**src/rtl/fetch_ifid_stage_pkg.sv**
```systemverilog
// Shared definitions for the IF stage and IF/ID register:
// fetch FSM states and instruction field positions.
package fetch_ifid_stage_pkg;

    typedef enum logic [1:0] {
        S_IDLE  = 2'd0,
        S_FETCH = 2'd1,
        S_HOLD  = 2'd2,
        S_DROP  = 2'd3
    } fetch_state_e;

    localparam int IMM_LSB = 0;

endpackage

```
**src/rtl/fetch_ifid_stage_pc_register.sv**
```systemverilog
// Program counter: async-reset register with load enable,
// reset value supplied by the enclosing stage.
module pc_register #(
    parameter int                 WIDTH     = 32,
    parameter logic [WIDTH-1:0]   RESET_VAL = '0
) (
    input  logic             clk,
    input  logic             rst,
    input  logic             load,
    input  logic [WIDTH-1:0] d,
    output logic [WIDTH-1:0] q
);

    always_ff @(posedge clk or posedge rst) begin
        if (rst)
            q <= RESET_VAL;
        else if (load)
            q <= d;
    end

endmodule

```
**src/rtl/fetch_ifid_stage.sv**
```systemverilog
// IF stage with variable-latency imem handshake, stall/redirect
// handling and the IF/ID pipeline register.
module fetch_ifid_stage
    import fetch_ifid_stage_pkg::*;
#(
    parameter int               WIDTH    = 32,
    parameter int               IMM_W    = 16,
    parameter logic [WIDTH-1:0] RESET_PC = '0
) (
    input  logic             Clk,
    input  logic             Reset,
    input  logic             Stall,
    input  logic             Redirect,
    input  logic [WIDTH-1:0] RedirectPC,
    output logic             ImemReq,
    output logic [WIDTH-1:0] ImemAddr,
    input  logic [WIDTH-1:0] ImemRdata,
    input  logic             ImemValid,
    output logic             IfIdValid,
    output logic [WIDTH-1:0] IfIdInstr,
    output logic [WIDTH-1:0] IfIdPCPlus4,
    output logic [IMM_W-1:0] IfIdImm16
);

    fetch_state_e     state, state_nxt;
    logic [WIDTH-1:0] pc, pc_d, pc_plus4, redir_pc;
    logic [WIDTH-1:0] req_addr, hold_instr, take_data;
    logic             pc_load, take, squash, bubble, hold_load;
    logic             unused_redir_lsbs;

    assign redir_pc          = {RedirectPC[WIDTH-1:2], 2'b00};
    assign unused_redir_lsbs = ^RedirectPC[1:0];
    assign pc_plus4          = pc + WIDTH'(4);

    pc_register #(
        .WIDTH     (WIDTH),
        .RESET_VAL (RESET_PC)
    ) u_pc (
        .clk  (Clk),
        .rst  (Reset),
        .load (pc_load),
        .d    (pc_d),
        .q    (pc)
    );

    always_comb begin
        state_nxt = state;
        pc_load   = 1'b0;
        pc_d      = pc;
        take      = 1'b0;
        take_data = hold_instr;
        squash    = 1'b0;
        bubble    = 1'b0;
        hold_load = 1'b0;
        unique case (state)
            S_IDLE: begin
                state_nxt = S_FETCH;
            end
            S_FETCH: begin
                if (Redirect) begin
                    squash    = 1'b1;
                    pc_load   = 1'b1;
                    pc_d      = redir_pc;
                    state_nxt = ImemValid ? S_FETCH : S_DROP;
                end else if (ImemValid && !Stall) begin
                    take      = 1'b1;
                    take_data = ImemRdata;
                    pc_load   = 1'b1;
                    pc_d      = pc_plus4;
                end else if (ImemValid) begin
                    hold_load = 1'b1;
                    state_nxt = S_HOLD;
                end else if (!Stall) begin
                    bubble = 1'b1;
                end
            end
            S_HOLD: begin
                if (Redirect) begin
                    squash    = 1'b1;
                    pc_load   = 1'b1;
                    pc_d      = redir_pc;
                    state_nxt = S_FETCH;
                end else if (!Stall) begin
                    take      = 1'b1;
                    pc_load   = 1'b1;
                    pc_d      = pc_plus4;
                    state_nxt = S_FETCH;
                end
            end
            S_DROP: begin
                if (Redirect) begin
                    squash  = 1'b1;
                    pc_load = 1'b1;
                    pc_d    = redir_pc;
                end else if (!Stall) begin
                    bubble = 1'b1;
                end
                if (ImemValid)
                    state_nxt = S_FETCH;
            end
            default: state_nxt = S_IDLE;
        endcase
    end

    // req_addr freezes in DROP so the abandoned request stays stable
    always_ff @(posedge Clk or posedge Reset) begin
        if (Reset) begin
            state       <= S_IDLE;
            ImemReq     <= 1'b0;
            req_addr    <= RESET_PC;
            hold_instr  <= '0;
            IfIdValid   <= 1'b0;
            IfIdInstr   <= '0;
            IfIdPCPlus4 <= '0;
        end else begin
            state   <= state_nxt;
            ImemReq <= (state_nxt == S_FETCH) || (state_nxt == S_DROP);
            if (state_nxt != S_DROP)
                req_addr <= pc_d;
            if (hold_load)
                hold_instr <= ImemRdata;
            if (squash || bubble) begin
                IfIdValid <= 1'b0;
                IfIdInstr <= '0;
            end else if (take) begin
                IfIdValid   <= 1'b1;
                IfIdInstr   <= take_data;
                IfIdPCPlus4 <= pc_plus4;
            end
        end
    end

    assign ImemAddr  = req_addr;
    assign IfIdImm16 = IfIdInstr[IMM_LSB +: IMM_W];

endmodule

```
**config.mk**
```make
export PLATFORM = sky130hd
export DESIGN_NAME = fetch_ifid_stage
export DESIGN_NICKNAME = d
export VERILOG_FILES = /design/src/rtl/fetch_ifid_stage_pkg.sv /design/src/rtl/fetch_ifid_stage_pc_register.sv /design/src/rtl/fetch_ifid_stage.sv
export SDC_FILE = /design/constraint.sdc
export NUM_CORES = 1
export LEC_CHECK = 0
export BUFFER_PORTS_ARGS = -buffer_cell sky130_fd_sc_hd__buf_4
export CAP_MARGIN = 20
export CORE_AREA = 2 2 136 138
export DETAILED_ROUTE_END_ITERATION = 7
export DIE_AREA = 0 0 138 140
export GPL_TIMING_DRIVEN = 0
export PLACE_DENSITY = 0.75
export SYNTH_ARGS = -nofsm -noshare
export SYNTH_HDL_FRONTEND = slang
export SYNTH_SLANG_ARGS = --single-unit
export TNS_END_PERCENT = 20
```
**constraint.sdc**
```tcl
create_clock -name Clk -period 7.7 [get_ports Clk]
set_input_delay 1.54 -clock Clk [delete_from_list [all_inputs] [get_ports Clk]]
set_output_delay 1.54 -clock Clk [all_outputs]
set_load 0.01 [all_outputs]
```
==> results.txt, run 1 <==
Post-synth EDFFs: 0
top_reg_cell synth: dfrtp_1
final WL: 30800 um
clk buf depth: 2
largest net degree at the start of global routing: 115
vias in the first global route: 8111
Clock Skew: 0.0132 ns
Tot GR Track Use: 0.319
Finish-stage setup viols: 0
Detail Route Antenna Nets: 0
synthesized area per cell: 9.12 sq um
Reg2Reg Setup Slack: 4.07 ns
Setup crit start kind: input pin
Layout area overhead: 26.1%
Worst EP required: 7.99 ns
largest family of logic cells by synthesized area: compound AO/OA/AOI/OAI gates
Critical Path Max Stage Delay: 0.59 ns
slew margin rel.: 0.246
Hold Vio Cnt, Final: 0
number of detailed-route iterations in the first pass: 6
RSZ-0062 raised after global routing: false
mapped cell area: 0.00884 sq mm
Max VDD drop: 0.000191 V
status: finished clean
Slew @ Worst Pin: 1.12 ns
share of cells above drive strength 1: 0.252
leakage power total: 4.90 nW
final core occ: 0.627
DRC viols: 0
hold_buf cts: 0
commonest non-fill, non-tap cell in the layout: buf_4
Final Cell Area: 0.0112 sq mm
Post-Syn Instances: 970
I/O Pins: 183
sum of negative setup slack: 0 ns
total setup buffers inserted after CTS: 0
first-pass GRT wire length: 47800 um
Worst EP arrival: 4.48 ns
Post-DP Area: 0.0105 sq mm
Seq/Total Area, Yosys: 0.461
Post-Synth Simple-Gate Area: 0.171
Yosys warnings: 0
most frequent cells in the layout: 196 x buf_4, 163 x dfrtp_1, 114 x nand2_1, 91 x o21ai_0, 88 x nor2_1
Power Total: 4.29 mW
CTS clk-pin slew, worst paths: 0.07 ns
total CTS buffers: 17
ranking of synthesized cells by area: dfrtp_1 46%, mux2_2 5.3%, o21ai_0 5.1%
flops & latches, synth: 163
antenna cell count: 0
CTS tree: yes
WL/cell: 21.8 um
peak fanout along the critical path: 10
Place WS: 3.27 ns
most frequent CP cell: clkbuf_1
pwr/cell area: 385 mW/mm^2
Rows: 49
Synth top area share: 0.461
post-synth cell types: 65
Initial Utilization: 0.497
final setup margin: 3.51 ns
crit end category: register
Synth area leader: dfrtp_1
Max Fclk: 239 MHz
die extent in x: 138 um
initial antenna violation count: 0
port bufs: 179
slowest CP cell: buf_1
Skew-Pair Late Insertion Delay: 0.44 ns
routability cong.: 0.997
Die Area: 0.0193 sq mm
Max Cap Viol: 0
post-synth net total: 1044
CTS H-tree depth: 4
Top Family by Delay on Critical Path: buffers and inverters
HP Class: register to register
ys async rst share: 1.00
XOR/XNOR Fraction of Synth Area: 0.0277
Min Clock Period, post-route: 4.19 ns
Post-Synth Adder-Cell Area: 0.00707
CP bufs+invs: 5
vias per std cell: 5.93
Core ar.: 0.0178 sq mm
drt initial violations: 955
overflow left after global routing: 0
crit path cell chain: buf_4 -> clkbuf_1 -> clkbuf_1 -> buf_1 -> clkbuf_1 -> nor2_1 -> o21ai_0 -> o21ai_0
hpwl dp: 23000 um
fin nets: 1244
post-synthesis compound-gate area fraction: 0.175
post-synthesis mux area share: 0.100
via count: 8367
Slew Viols, Final: 0
post_cts resized: 0
clock sink total: 163
crit share post-route: 0.544
die height: 140 um
crit path kind: input pin to register
root buffer cell: clkbuf_16
==> power breakdown <==
group / internal (mW) / switching, mW / total [mW]
combinational: 0.779 / 1.19 / 1.96
clock: 0.528 / 0.404 / 0.933
sequential: 1.19 / 0.209 / 1.39
==> synth_stat cells (all sizes together), types with 5 or more instances <==
library cell,n
nor3,18
or4,8
nand4,15
clkbuf,61
nor2b,6
nor4,11
nor2,88
mux2,43
o22ai,7
o221ai,5
nand2b,8
o21a,6
inv,14
o21ai,94
a31oi,12
o211ai,6
and3,10
ha,5
or3,6
dfrtp,163
buf,38
mux2i,40
xnor2,19
a22oi,6
nand2,114
xor2,9
nand3,13
or2,5
nor3b,5
a21oi,74
a211oi,5
==> through the flow <==
step / std cells / hold WS [ns]
3_5_place_dp: 1379 / 0.469
3_3_place_gp: 1378 / 0.456
4_1_cts: 1411 / 0.484
5_1_grt: 1412 / 0.504
2_1_floorplan: 970 / 0.455
6_report: 1412 / 0.482
==> final timing paths <==
check	start	end	depth (start not counted)
min	IfIdInstr[16]$_DFFE_PP0P_	IfIdInstr[16]$_DFFE_PP0P_	2
max reg2reg	state[0]$_DFF_PP0_	ImemAddr[9]$_DFFE_PP0P_	10
max in group asynchronous	Reset	u_pc.q[14]$_DFFE_PP0P_	3
min reg2reg	IfIdInstr[16]$_DFFE_PP0P_	IfIdInstr[16]$_DFFE_PP0P_	2
min in group asynchronous	Reset	IfIdInstr[6]$_DFFE_PP0P_	2
max	Redirect	ImemAddr[0]$_DFFE_PP0P_	8
==> worst reg2reg max path, stage by stage, from the launching register on <==
cell and delay (ns):
dfrtp_1 0.45, inv_1 0.10, ha_1 0.21, buf_2 0.20, a21oi_1 0.86, or2_2 0.35
clkbuf_1 0.50, nor3_1 0.13, o311a_1 0.33, a21oi_1 0.24, o21ai_0 0.13
==> flip-flops by register name, indices dropped and copies added, names as in the netlist <==
| name | flops |
|---|---|
| IfIdPCPlus4 | 32 |
| ImemAddr | 32 |
| state | 2 |
| u_pc.q | 32 |
| IfIdValid | 1 |
| hold_instr | 32 |
| IfIdInstr | 32 |
==> cell type report <==
type,instances,area [sq um]
multi-input combinational,692,4250
sequential,163,4080
clock inverter,15,216
fill,1541,6620
tap,229,287
buffer,99,450
inverter,16,67.6
timing repair buffer,181,1380
clock buffer,17,425
==> cells by family after synthesis <==
group	Yosys count
AO/OA/AOI/OAI	257
adder cells (fa/ha/maj)	5
AND/OR/NAND/NOR	319
flip-flops	163
XOR/XNOR	28
multiplexers	83
buffers and inverters	115
==> layer usage <==
metal / up-vias / part of all wire / track usage
met5: - / 0 / 0
met1: 4023 / 0.43 / 0.452
met3: 54 / 0.091 / 0.0670
met4: 0 / 0.028 / 0.115
li1: 3842 / - / -
met2: 448 / 0.45 / 0.488
No activity file was read; power rests on OpenSTA's default activity.
==> run 2: changes to the inputs <==
--- a/config.mk
+++ b/config.mk
@@ -5,11 +5,12 @@
 export SDC_FILE = /design/constraint.sdc
 export NUM_CORES = 1
 export LEC_CHECK = 0
+export ABC_AREA = 1
 export BUFFER_PORTS_ARGS = -buffer_cell sky130_fd_sc_hd__buf_4
 export CAP_MARGIN = 20
-export CORE_AREA = 2 2 136 138
+export CORE_AREA = 2 2 138 140
 export DETAILED_ROUTE_END_ITERATION = 7
-export DIE_AREA = 0 0 138 140
+export DIE_AREA = 0 0 140 142
 export GPL_TIMING_DRIVEN = 0
 export PLACE_DENSITY = 0.75
 export SYNTH_ARGS = -nofsm -noshare
==> constraint.sdc (replaced) <==
create_clock -name Clk -period 4.3 [get_ports Clk]
set_input_delay 0.86 -clock Clk [delete_from_list [all_inputs] [get_ports Clk]]
set_output_delay 0.86 -clock Clk [all_outputs]
set_load 0.01 [all_outputs]
==> results.txt, run 2 <==
mapped cell area: 0.00907 sq mm
pwr/cell area: 644 mW/mm^2
Final Cell Area: 0.0113 sq mm
Setup crit start kind: register
Place WS: 1.65 ns
status: finished, violations left
total setup buffers inserted after CTS: 0
final setup margin: 1.68 ns
Reg2Reg Depth: 10
via count: 9204
Synth top area share: 0.449
Hold Vio Cnt, Final: 0
leakage power total: 5.71 nW
Min Clock Period, post-route: 2.63 ns
Max Fclk: 381 MHz
Hold EP: IfIdPCPlus4[14]$_DFFE_PP0P_
CTS clk-pin slew, worst paths: 0.07 ns
Tot GR Track Use: 0.308
RSZ-0062 raised after global routing: false
top-count cell post-synth: nand2_1
most frequent cells in the layout: 319 x nand2_1, 202 x buf_4, 163 x dfrtp_1, 132 x o21ai_0, 130 x nor2_1
crit path kind: register to register
Layout area overhead: 25.0%
CTS H-tree depth: 4
WL/cell: 18.3 um
Clock Skew: 0.0108 ns
I/O Pins: 183
Worst EP required: 4.67 ns
Top Family by Delay on Critical Path: buffers and inverters
Skew-Pair Late Insertion Delay: 0.43 ns
Slew @ Worst Pin: 0.751 ns
synthesized area per cell: 7.42 sq um
initial antenna violation count: 0
largest net degree at the start of global routing: 42
slew margin rel.: 0.500
HP Class: register to register
first-pass GRT wire length: 47400 um
Detail Route Antenna Nets: 0
hold depth: 2
Met2 Routed Length: 14100 um
CP startpoint: state[0]$_DFF_PP0_
ys async rst share: 1.00
post-synth net total: 1297
hpwl dp: 23100 um
top layer in use: met4
Die Area: 0.0199 sq mm
Synth area leader: dfrtp_1
clk buf depth: 2
port bufs: 179
flops & latches, synth: 163
Yosys warnings: 0
Seq/Total Area, Yosys: 0.449
routability cong.: 0.973
die extent in x: 140 um
Initial Utilization: 0.492
number of detailed-route iterations in the first pass: 8
Post-Syn Instances: 1223
Max Cap Viol: 0
Core ar.: 0.0185 sq mm
non-filler cells, final: 1672
antenna cell count: 0
Rows: 50
M1 WL: 12900 um
DRC viols: 19
Finish-stage setup viols: 0
post-synth cell types: 44
CTS tree: yes
most frequent CP cell: nand2_1
commonest non-fill, non-tap cell in the layout: nand2_1
root buffer cell: clkbuf_16
Met3 Routed Length: 2740 um
placed instance count: 1640
vias per std cell: 5.50
fin nets: 1499
Reg2Reg Setup Slack: 1.68 ns
Slew Viols, Final: 0
Hold Startpoint: IfIdPCPlus4[14]$_DFFE_PP0P_
clock sink total: 163
drt initial violations: 934
reg2reg start: state[0]$_DFF_PP0_
violations in the final reports: DRC
Max VDD drop: 0.000335 V
Post-synth EDFFs: 0
crit path cell chain: inv_1 -> ha_1 -> clkinv_1 -> nand2_1 -> nand2_1 -> nor2_1 -> buf_2 -> buf_2 -> nand3_1 -> nand2_1
ranking of synthesized cells by area: dfrtp_1 45%, nand2_1 13%, o21ai_0 7.3%
post_cts resized: 0
Power Total: 7.31 mW
reg-to-reg endpoint: IfIdPCPlus4[21]$_DFFE_PP0P_
most instantiated cells after synthesis: 319 x nand2_1, 163 x dfrtp_1, 132 x o21ai_0
final core occ: 0.615
Post-DP Area: 0.0108 sq mm
slowest CP cell: dfrtp_1
hold_buf cts: 0
overflow left after global routing: 0
vias in the first global route: 8728
total CTS buffers: 17
sum of negative setup slack: 0 ns
peak fanout along the critical path: 10
Critical Path Max Stage Delay: 0.46 ns
final WL: 30500 um
CP bufs+invs: 4
Hold Slack: 0.475 ns
crit end category: register
top_reg_cell synth: dfrtp_1
die height: 142 um
share of cells above drive strength 1: 0.227
crit share post-route: 0.610
Worst EP arrival: 3.00 ns
[run 2: cell types whose count changed after synthesis, moves of 41 or more]
cell | before | now
mux2_2 | 42 | 0
nand3_1 | 13 | 84
nand2_1 | 114 | 319
nor2_1 | 88 | 130
inv_1 | 14 | 82
o21ai_0 | 91 | 132
[run 2: cell families after synthesis]
group                      synth area share
and+or+nand+nor                       0.280
xor gates and xnor gates             0.0135
AOI/OAI and AO/OA                     0.162
buffers and inverters                0.0881
adders and majority gates           0.00689
DFF                                   0.449
[run 2: layer usage]
| metal | global-route usage | vias up |
|---|---|---|
| met2 | 0.504 | 466 |
| li1 | - | 4370 |
| met4 | 0.105 | 0 |
| met5 | 0 | - |
| met3 | 0.0592 | 45 |
| met1 | 0.414 | 4323 |
[run 2: worst min-delay path: cells and delay by family, from the launching register on]
kind	cells	cell delay, ns
AND/OR/NAND/NOR	2	0.09
flip-flops	1	0.35
[run 2: worst max-delay path by stage]
stage | end | slack (ns) | depth (start not counted)
after floorplan | IfIdInstr[0]$_DFFE_PP0P_ | 1.37 | 1
after global placement | u_pc.q[1]$_DFFE_PP0P_ | 0.33 | 2
after detailed placement | IfIdPCPlus4[21]$_DFFE_PP0P_ | 1.65 | 9
after CTS | IfIdPCPlus4[21]$_DFFE_PP0P_ | 1.72 | 10
after global routing | IfIdPCPlus4[21]$_DFFE_PP0P_ | 1.53 | 10
final | IfIdPCPlus4[21]$_DFFE_PP0P_ | 1.68 | 10
[run 2: layout make-up]
| cell class | instances | area, sq um |
|---|---|---|
| clock buffers | 17 | 425 |
| well taps | 234 | 293 |
| fillers | 1693 | 7110 |
| repair buffers | 183 | 1420 |
| plain buffers | 84 | 458 |
| clock inverters | 15 | 125 |
| flip-flops and latches | 163 | 4080 |
| multi-input cells | 885 | 4200 |
| inverters | 91 | 345 |
[run 2: power breakdown]
| part | leakage (nW) | internal, mW | switching (mW) | total [mW] |
|---|---|---|---|---|
| combinational | 3.33 | 1.27 | 2.06 | 3.32 |
| clock | 0.263 | 0.755 | 0.700 | 1.46 |
| sequential | 2.12 | 2.09 | 0.438 | 2.53 |
| total | 5.71 | 4.11 | 3.19 | 7.31 |
==> run 3: changes to the inputs <==
--- a/config.mk
+++ b/config.mk
@@ -12,7 +12,7 @@
 export DETAILED_ROUTE_END_ITERATION = 7
 export DIE_AREA = 0 0 140 142
 export GPL_TIMING_DRIVEN = 0
-export PLACE_DENSITY = 0.75
+export PLACE_DENSITY = 0.78
 export SYNTH_ARGS = -nofsm -noshare
 export SYNTH_HDL_FRONTEND = slang
 export SYNTH_SLANG_ARGS = --single-unit
==> constraint.sdc (replaced) <==
create_clock -name Clk -period 2.4 [get_ports Clk]
set_input_delay 0.48 -clock Clk [delete_from_list [all_inputs] [get_ports Clk]]
set_output_delay 0.48 -clock Clk [all_outputs]
set_load 0.01 [all_outputs]
==> results.txt, run 3 (same netlist as run 2, synthesis figures left out) <==
status: finished, violations left
violations in the final reports: DRC
# fillers: 1716
Setup crit start kind: register
crit path kind: register to register
Reg2Reg Setup Slack: 0.03 ns
leakage power total: 5.75 nW
cell-internal power: 7.60 mW
Max VDD drop: 0.000666 V
slew margin rel.: 0.448
RSZ-0062 raised after global routing: true
met3 usage: 0.0501
most frequent CP cell: clkbuf_1
post_cts resized: 2
first-pass GRT wire length: 46900 um
Worst EP arrival: 2.72 ns
gr busiest metal: met2
Finish-stage setup viols: 0
total CTS buffers: 17
Core ar.: 0.0185 sq mm
Rows: 50
Tot GR Track Use: 0.302
final WL: 29700 um
total setup buffers inserted after CTS: 0
Initial Utilization: 0.492
Sequential Area: 0.00408 sq mm
Global Route met2 Usage: 0.501
Die Area: 0.0199 sq mm
Skew-Pair Late Insertion Delay: 0.44 ns
die extent in x: 140 um
final core occ: 0.619
routability cong.: 1.01
Worst EP required: 2.75 ns
sum of negative setup slack: 0 ns
Hold Slack: 0.0857 ns
share of cells above drive strength 1: 0.234
clk buf depth: 2
antenna cell count: 0
Slew @ Worst Pin: 0.828 ns
GR Layer Usage met1: 0.404
Slew Viols, Final: 0
die height: 142 um
clock sink total: 163
slowest CP cell: clkbuf_1
initial antenna violation count: 0
I/O Pins: 183
pwr/cell area: 1160 mW/mm^2
clock network power share: 0.213
Detail Route Antenna Nets: 0
fin nets: 1499
Max Cap Viol: 0
power share of the combinational group: 0.447
Final Cell Area: 0.0114 sq mm
vias per std cell: 5.53
hpwl dp: 22500 um
via count: 9239
CTS clk-pin slew, worst paths: 0.07 ns
peak fanout along the critical path: 10
WL/cell: 17.8 um
most frequent cells in the layout: 319 x nand2_1, 202 x buf_4, 163 x dfrtp_1, 132 x o21ai_0, 128 x nor2_1
switching power of the nets: 5.69 mW
hold_buf cts: 0
vias in the first global route: 8754
port bufs: 179
Critical Path Max Stage Delay: 0.56 ns
area occupied by multi-input gates: 0.00421 sq mm
CP bufs+invs: 3
Max Fclk: 422 MHz
root buffer cell: clkbuf_16
Post-DP Area: 0.0108 sq mm
CTS tree: yes
DRC viols: 21
Clock Skew: 0.0117 ns
overflow left after global routing: 0
Hold Vio Cnt, Final: 0
Min Clock Period, post-route: 2.37 ns
HP Class: input pin to async pin
number of detailed-route iterations in the first pass: 8
Layout area overhead: 25.8%
crit share post-route: 0.987
CTS H-tree depth: 4
sequential power share: 0.340
drt initial violations: 843
crit end category: register
commonest non-fill, non-tap cell in the layout: nand2_1
largest net degree at the start of global routing: 43
Top Family by Delay on Critical Path: buffers and inverters
crit path cell chain: inv_1 -> ha_2 -> clkbuf_1 -> clkbuf_1 -> a21oi_1 -> o21ai_0
switching share of power: 0.428
## run 3: cell type report
class / count / area share
Inverter: 91 / 0.0304
Tap cell: 234 / 0.0256
Clock inverter: 15 / 0.0148
Clock buffer: 17 / 0.0373
Timing Repair Buffer: 183 / 0.125
Buffer: 84 / 0.0411
Multi-Input combinational cell: 885 / 0.369
Sequential cell: 163 / 0.357
## run 3: per-stage QoR
step           worst slack (ns)  power (mW)  cells
4_1_cts                  0.0332        13.2   1672
3_5_place_dp            -0.0305        10.4   1640
3_3_place_gp              -1.18        10.2   1636
6_report                 0.0319        13.3   1672
2_1_floorplan            -0.151        7.97   1223
5_1_grt                 -0.0155        14.2   1672
## run 3: final timing paths
check                                             from                     endpoint  cells past startpoint
setup / recovery                    state[0]$_DFF_PP0_      ImemAddr[3]$_DFFE_PP0P_                      6
setup reg to reg                    state[0]$_DFF_PP0_      ImemAddr[3]$_DFFE_PP0P_                      6
min in group Clk                        RedirectPC[14]       u_pc.q[14]$_DFFE_PP0P_                      3
hold / removal                                   Reset   hold_instr[23]$_DFFE_PP0P_                      2
hold reg to reg            IfIdPCPlus4[14]$_DFFE_PP0P_  IfIdPCPlus4[14]$_DFFE_PP0P_                      2
max in group asynchronous                        Reset  IfIdPCPlus4[22]$_DFFE_PP0P_                      4
## run 3: metal layers
metal  part of all wire  vias up
li1                   -     4377
met1               0.42     4288
met2               0.46      496
met3              0.091       78
met4              0.029        0
met5                  0        -
## run 3: power by group through the flow
stage	combinational (mW)	clock, mW	sequential (mW)
2_1_floorplan	3.36	0	4.61
4_1_cts	5.87	2.83	4.49
3_3_place_gp	5.72	0	4.51
3_5_place_dp	5.82	0	4.54
5_1_grt	6.55	2.97	4.64
6_report	5.94	2.83	4.52
## run 3: worst reg2reg max path, cell delays in order, from the launching register on
cell      delay (ns)
dfrtp_1         0.45
inv_1           0.12
ha_2            0.24
clkbuf_1        0.56
clkbuf_1        0.53
a21oi_1         0.20
o21ai_0         0.19
